File: src/rtl/fullrate.sv
// rtl/fullrate.sv - repacks one-sample-every-other-cycle input into a back-to-back burst in the next frame
// Optional counter discontinuity checker: define FULLRATE_CNT_CHECK_EN.
module fullrate #(
  parameter int DBW = 3,
  parameter int CBW = 3
) (
  input  logic           clk,
  input  logic           rst_n,
  input  logic [CBW-1:0] cnt,
  input  logic [DBW-1:0] din,
  output logic [DBW-1:0] dout,
  output logic           dvalid,
  output logic           err
);

  localparam int M = 2 ** (CBW - 1);
  localparam logic [CBW-1:0] CNT_ONE  = CBW'(1);
  localparam logic [CBW-1:0] CNT_LAST = '1;

  logic [DBW-1:0] mem [M];
  logic           started;
  logic           primed;
  logic           restart;
  logic           wr_en;
  logic           rd_en;
  logic [CBW-2:0] wr_addr;
  logic [CBW-2:0] rd_addr;

  assign wr_en   = cnt[0];
  assign wr_addr = cnt[CBW-1:1];
  assign rd_addr = cnt[CBW-2:0];
  assign rd_en   = !cnt[CBW-1] && primed;

  // Slot k is read at cnt=k, before the next frame rewrites it at cnt=2k+1.
  always_ff @(posedge clk) begin
    if (wr_en) mem[wr_addr] <= din;
  end

`ifdef FULLRATE_CNT_CHECK_EN
  logic [CBW-1:0] prev_cnt;
  logic [CBW-1:0] exp_cnt;
  logic           armed;

  assign exp_cnt = prev_cnt + CNT_ONE;
  assign restart = armed && (cnt != exp_cnt);

  always_ff @(posedge clk or negedge rst_n) begin
    if (!rst_n) begin
      prev_cnt <= '0;
      armed    <= 1'b0;
      err      <= 1'b0;
    end else begin
      prev_cnt <= cnt;
      armed    <= 1'b1;
      err      <= restart;
    end
  end
`else
  assign restart = 1'b0;
  assign err     = 1'b0;
`endif

  always_ff @(posedge clk or negedge rst_n) begin
    if (!rst_n) begin
      started <= 1'b0;
      primed  <= 1'b0;
      dout    <= '0;
      dvalid  <= 1'b0;
    end else begin
      dvalid <= rd_en;
      if (rd_en) dout <= mem[rd_addr];
      // A discontinuity discards the partially collected frame.
      if (restart) begin
        started <= 1'b0;
        primed  <= 1'b0;
      end else if (wr_en) begin
        if (cnt == CNT_ONE) started <= 1'b1;
        if (cnt == CNT_LAST && started) primed <= 1'b1;
      end
    end
  end

endmodule

File: config.mk
export PLATFORM = sky130hd
export DESIGN_NAME = fullrate
export DESIGN_NICKNAME = d
export VERILOG_FILES = /design/src/rtl/fullrate.sv
export SDC_FILE = /design/constraint.sdc
export NUM_CORES = 1
export LEC_CHECK = 0
export BUFFER_PORTS_ARGS = -buffer_cell sky130_fd_sc_hd__buf_2
export CAP_MARGIN = 0
export CORE_MARGIN = 5
export CORE_UTILIZATION = 45
export CTS_CLUSTER_DIAMETER = 50
export DETAILED_ROUTE_END_ITERATION = 16
export PLACE_DENSITY = 0.74
export SETUP_SLACK_MARGIN = 0.05
export SKIP_LAST_GASP = 1
export SLEW_MARGIN = 25
export SYNTH_ARGS = -nofsm -noshare
export SYNTH_HDL_FRONTEND = slang
export SYNTH_SLANG_ARGS = --single-unit
export TNS_END_PERCENT = 10
File: constraint.sdc
create_clock -name clk -period 1.2 [get_ports clk]
set_input_delay 0.06 -clock clk [delete_from_list [all_inputs] [get_ports clk]]
set_output_delay 0.06 -clock clk [all_outputs]
set_load 0.005 [all_outputs]
# Word level (Yosys, flattened, before mapping)
# Memories as Yosys holds them, arrays and structs flattened. A register that Yosys moved wholly into a read port is not among the register bits.
# Cells that the tools add are included.
# totals
regBits,3
latchBits,0
ram_bits,12
romBits,0
input_bits,8
output_inout_bits,5
elab_cells,14
memories,1
# mem_list
memory,depth,word_bits,read_ports,rd_ports_with_merged_regs,write_ports,line_no,source
mem,4,3,1,1,1,20,logic [DBW-1:0] mem [M];
# op_classes
n_addsub,0
mul,0
div_mod_pow,0
n_lt_le_gt_ge,0
n_eq_ne,2
shift,0
mux,2
bitwise_logic,0
n_reduce_logical,6
# ops
op,count
$reduce_and 2->1,2
$eq 3x1->1 const B,1
$eq 3x3->1 const B,1
$logic_and 1x1->1,2
$logic_not 1->1,2
$mux 1,2

# Logic depth before layout (Yosys ltp)
# Gate-level depths: netlist (run 1).
# depth
ltp_word,3
depth_mapped,3
depth_no_buf,2

# Worst setup path after synthesis (run 1)
# No wires, ideal clock.
# synth_path
path_kind,register to register
startpoint,mem mem[3][0]
endpoint,"reg dout[0], read port of mem"
setup_time_ns,0.125
t_arrival_ns,1.037
t_required_ns,1.075
slack_ns,0.039
path_stages_with_launch,3
n_path_buf,0
synth_period_minus_slack_ns,1.161
path_cell_list,edfxtp_1 > mux4_2 > mux2_2
# synth_lines
item,line_no,source
"start, declared",20,
"end, declared",11,"output logic [DBW-1:0] dout,"

==> results of run 1 <==
[critical path: cells and delay by family, from the launching register on]
| family | cells | cell delay, ns |
|---|---|---|
| multiplexers | 2 | 0.72 |
| flip-flops | 1 | 0.38 |
[report_power, final]
| group | total (mW) | switching [mW] | leakage [nW] | internal (mW) |
|---|---|---|---|---|
| combinational | 0.114 | 0.0458 | 0.130 | 0.0679 |
| clock | 0.286 | 0.166 | 0.0154 | 0.121 |
| sequential | 0.715 | 0.0118 | 0.174 | 0.703 |
[final timing paths]
| kind | to | slack, ns | cells past startpoint |
|---|---|---|---|
| max | dout[2] | -0.005 | 2 |
| min | dvalid | 0.04 | 2 |
| max reg2reg | dout[2] | -0.005 | 2 |
| min reg2reg | started | 0.48 | 1 |
| max in group asynchronous | dout[2] | 0.95 | 2 |
| min in group asynchronous | dout[0] | 0.11 | 2 |
[cell type report]
| cell class | count | share of cell area |
|---|---|---|
| timing repair buffer | 15 | 0.1153 |
| tap | 16 | 0.02428 |
| sequential | 18 | 0.6191 |
| clock buffer | 3 | 0.02731 |
| clock inverter | 1 | 0.004552 |
| multi-input combinational | 15 | 0.2094 |
[synth_stat cells (all sizes together)]
cell and instances:
edfxtp 12, dfrtp 6, mux2 3, mux4 3
buf 2, a21o 1, and3 1, and3b 1
conb 1, nand2 1, nor2 1, nor2b 1
nor3b 1, or2 1
[sequential cells by signal (all words and copies together), names as in the netlist]
signal and count:
dout 3, dvalid 1, primed 1, started 1, mem 12
[cell families after synthesis]
| group | Yosys count | share of synthesized area |
|---|---|---|
| flops | 18 | 0.7378 |
| simple gates | 7 | 0.07234 |
| mux | 6 | 0.1465 |
| buf+inv | 2 | 0.02713 |
| compound gates | 1 | 0.01085 |
| other cells | 1 | 0.005420 |
[per-stage QoR]
stage	worst slack, ns	hold slack [ns]	cells	TNS, ns
floorplan	0.03868	-0.2356	35	0
global placement	0.007543	-0.1154	60	0
detailed placement	0.002961	-0.1121	60	0
CTS	-0.007447	0.02534	68	-0.01849
global route	-0.05374	0.04053	68	-0.1241
finish	-0.004599	0.03765	68	-0.006633
[per-layer routing]
metal	vias to the layer above	part of all wire	wire, um
li1	167	-	-
met1	164	0.46	426
met2	13	0.46	427
met3	0	0.086	80
met4	0	0	0
met5	-	0	0
[timing repair]
action	4_1_cts	5_1_grt
hold buffers	4	0
hold endpoints to repair	18	0
setup endpoints to repair	3	3
resized for setup	3	0
==> metrics, run 1 <==
wire length per cell around 14 um; commonest non-fill, non-tap cell in the layout edfxtp_1; Clock Sinks 18; die area ~2400 um2; Tcrit/Tclk final 1.004; Max Clock Skew slightly above 0.002 ns; Syn Nets 43; Yosys reg bits 18; met1 layer usage reported by global route 0.1186; CORE AREA 1489 um2; failing checks setup timing; Worst Hold Class in -> reg; Area after DPL 748.2 um2; FP Rows 14; hold path start cnt[2]; critical path data arrival time between 1 and 1.5 ns; post-DP HPWL slightly above 700 um; critical path type reg -> reg; H-Tree Depth 1; RR Startpoint mem[1][2]; Max FO, Critical Path 1; crit end category flip-flop; GRT busiest layer met2; post-synth top area share 0.5208; Mapped Cells 35; leak pwr 0.3193 nW; Detailed Route WL 934 um; met3 Resource Use GR 0.05810; maxcap violations 0; All-Layer GR Usage 0.09015; Seq/Total Area, Yosys 0.7378; Required @ worst endpoint between 1 and 1.5 ns; commonest cells after routing, fill and taps aside edfxtp_1 (12), buf_2 (11), dfrtp_1 (6); FF/Latch Area 510.5 um2; CTS Buf Count 3; Synth cell types 15; first-pass GRT wire length 1.649 mm; final global-route overflow total 0; vias in the first global route 336; clk slew on worst S/H paths around 0.09 ns; cell area after layout 824.5 um2; Post-DRT Antenna Nets 0; Root Buffer Master clkbuf_4; VDD IR max 1.085 mV; Port-buffer cells 11; latest clock arrival within the worst-skew pair between 0.2 and 0.3 ns; worst-path cell chain mux4_2 -> mux2_2; area grow syn2layout 19.17%; Final Core Density 0.5538; routability cong. 0.6945; CP max stage cell mux4_2; run status finished with violations; met2 global-route usage 0.1330; Filler Cells Inserted 113; Final Net Count 61; Tmin final 1.205 ns; FMAX 830.2 MHz; largest area contributor in the netlist edfxtp_1; via count around 340; Pwr Total roughly 1.1 mW; pwr dens around 1400 nW/um2; Worst path max stage delay 0.45 ns; Setup Viol. Count Final 2; Die Height 49.21 um; RSZ-0062 raised after global routing yes; Initial Utilization 0.4647; Multi-input gate area 172.7 um2; largest net degree at the start of global routing 11; yosys warns 0; Final WS setup -0.004599 ns; Final Hold Fails 0; CTS tree done; CP startpoint mem[1][2]; Initial DRC Count 3; startpoint types flip-flop; die width 49.21 um; Post-CTS Setup Bufs 0; share of cells above drive strength 1 0.4615; Top Ports 13; antenna cells 0; initial antenna violation count 0; DR vias/cell 5.059; max-slew violation count 0; DRT Pass-1 Iters 2; synth top area cells edfxtp_1 (52%), dfrtp_1 (22%), mux4_2 (9.8%); Synth Cell Area 691.9 um2; syn_area_per_cell 19.77 um2; Clock Path Buffers 2; DRC violations left 0
Power figures use the tool's default switching activity.
==> run 2: changes to the inputs <==
- RECOVER_POWER: default -> 25
==> run 2 against run 1 <==
The run still ends with setup timing left. Clock power hardly changed. Global-route usage unchanged. Power decreased by 0.11%. First-iteration DRC count up 33%. Utilization down 0.25 points. Register-to-register slack barely moved. Fmax about the same. Via count is 0.58% higher. Sequential share of layout area increased by 0.28 points. Routed wire length is the same.
==> metrics, run 2 (synthesis gave the netlist of run 1 again) <==
Setup Viol. Count Final 2; Final WS setup -0.004594 ns; DRC violations left 0; initial antenna violation count 0; CTS Buf Count 3; max-slew violation count 0; wire length per cell 13.74 um; Clock Sinks 18; critical path data arrival time 1.38 ns; Filler Cells Inserted about 110; leak pwr 0.3143 nW; share of total power in combinational logic 0.101; biggest regs mem: 12 flops, dout: 3 flops; die width 49.21 um; area grow syn2layout 18.63%; All-Layer GR Usage 0.09015; Final Hold Fails 0; Initial DRC Count 4; r2r endpoint dout[2]; Largest register FFs 12; first-pass GRT wire length 1.649 mm; Setup Slack @ Placement 0.002961 ns; CORE AREA 1489 um2; maxcap violations 0; antenna cells 0; Required @ worst endpoint 1.38 ns; Port-buffer cells 11; Initial Utilization 0.4647; clk slew on worst S/H paths 0.09 ns; flop-to-flop setup slack -0.005 ns; crit end category flip-flop; Top reg by flops mem; Tcrit/Tclk final 1.004; share of cells above drive strength 1 0.4038; vias in the first global route between 300 and 400; final global-route overflow total 0; startpoint types flip-flop; Post-DRT Antenna Nets 0; H-Tree Depth 1; final hold slack between 0.03 and 0.04 ns; RR Startpoint mem[1][2]; latest clock arrival within the worst-skew pair 0.28 ns; Reg2Reg Depth 2; Worst Hold Class in -> reg; Clock Path Buffers 2; commonest non-fill, non-tap cell in the layout edfxtp_1; setup TNS -0.006623 ns; largest net degree at the start of global routing 11; hold path depth 2; clock network fraction of total power 0.257; routability cong. 0.6945; FP Rows 14; Top Ports 13; Internal Power 890.3 uW; Root Buffer Master clkbuf_4; DRT Pass-1 Iters 2; Seq pwr share 0.642; commonest cells after routing, fill and taps aside edfxtp_1 (12), buf_2 (9), dfrtp_1 (6); RSZ-0062 raised after global routing yes; Sw Pwr 223.1 uW; pwr dens 1357 nW/um2; CTS tree done; die area 2422 um2; critical path type reg -> reg; failing checks setup timing; FMAX a little over 800 MHz; post-DP HPWL 714.1 um; Pwr Total approximately 1.1 mW; VDD IR max 1.082 mV; Final Net Count 61; DR vias/cell slightly above 5; Tmin final about 1.2 ns; Die Height about 49 um; Max FO, Critical Path 1; via count 346; sw frac 0.2004; hold path start cnt[2]; Area after DPL between 700 and 800 um2; Detailed Route WL slightly above 900 um; run status finished with violations; worst hold endpoint dvalid; cell area after layout 820.8 um2; Max Clock Skew 0.002044 ns
## run 2: worst max-delay path by stage
stage               from       to  slack (ns)  depth (start not counted)
6_report       mem[1][2]  dout[2]      -0.005                          2
5_1_grt        mem[3][1]  dout[1]       -0.05                          2
4_1_cts        mem[0][1]  dout[1]      -0.007                          2
3_5_place_dp   mem[0][1]  dout[1]       0.003                          2
3_3_place_gp   mem[3][1]  dout[1]       0.008                          2
2_1_floorplan  mem[3][0]  dout[0]        0.04                          2
## run 2: timing repair
action | CTS | global route
hold endpoints to repair | 18 | 0
endpoints found under the setup margin | 3 | 3
resized for setup | 3 | 0
hold buffers | 4 | 0
setup buffers | 0 | 0
## run 2: cell type report
cell class / instances / area [um2] / area share
Clock buffer: 3 / 22.52 / 0.02744
Sequential cell: 18 / 510.5 / 0.6220
Clock inverter: 1 / 3.754 / 0.004573
Timing Repair Buffer: 15 / 92.59 / 0.1128
Tap cell: 16 / 20.02 / 0.02439
Multi-Input combinational cell: 15 / 171.4 / 0.2088
## run 2: power groups by stage
stage	Sequential [mW]	Clock (mW)	Combinational (mW)
floorplan	0.730	0	0.0530
global placement	0.728	0	0.0963
CTS	0.716	0.304	0.116
detailed placement	0.729	0	0.0975
finish	0.715	0.286	0.112
global route	0.720	0.331	0.125
## run 2: stage by stage
stage / instances / utilization
6_report: 68 / 0.5513
4_1_cts: 68 / 0.5538
3_5_place_dp: 60 / 0.5025
2_1_floorplan: 35 / -
5_1_grt: 68 / 0.5513
3_3_place_gp: 60 / 0.5025
## run 2: per-layer routing
metal | global-route usage | routed length (um)
met4 | 0 | 0
met1 | 0.1186 | 423
met2 | 0.1330 | 429
met5 | 0 | 0
met3 | 0.05810 | 81
## run 2: worst max-delay path: stages, from the launching register on
cell,delay [ns]
edfxtp_1,0.38
mux4_2,0.45
mux2_2,0.27
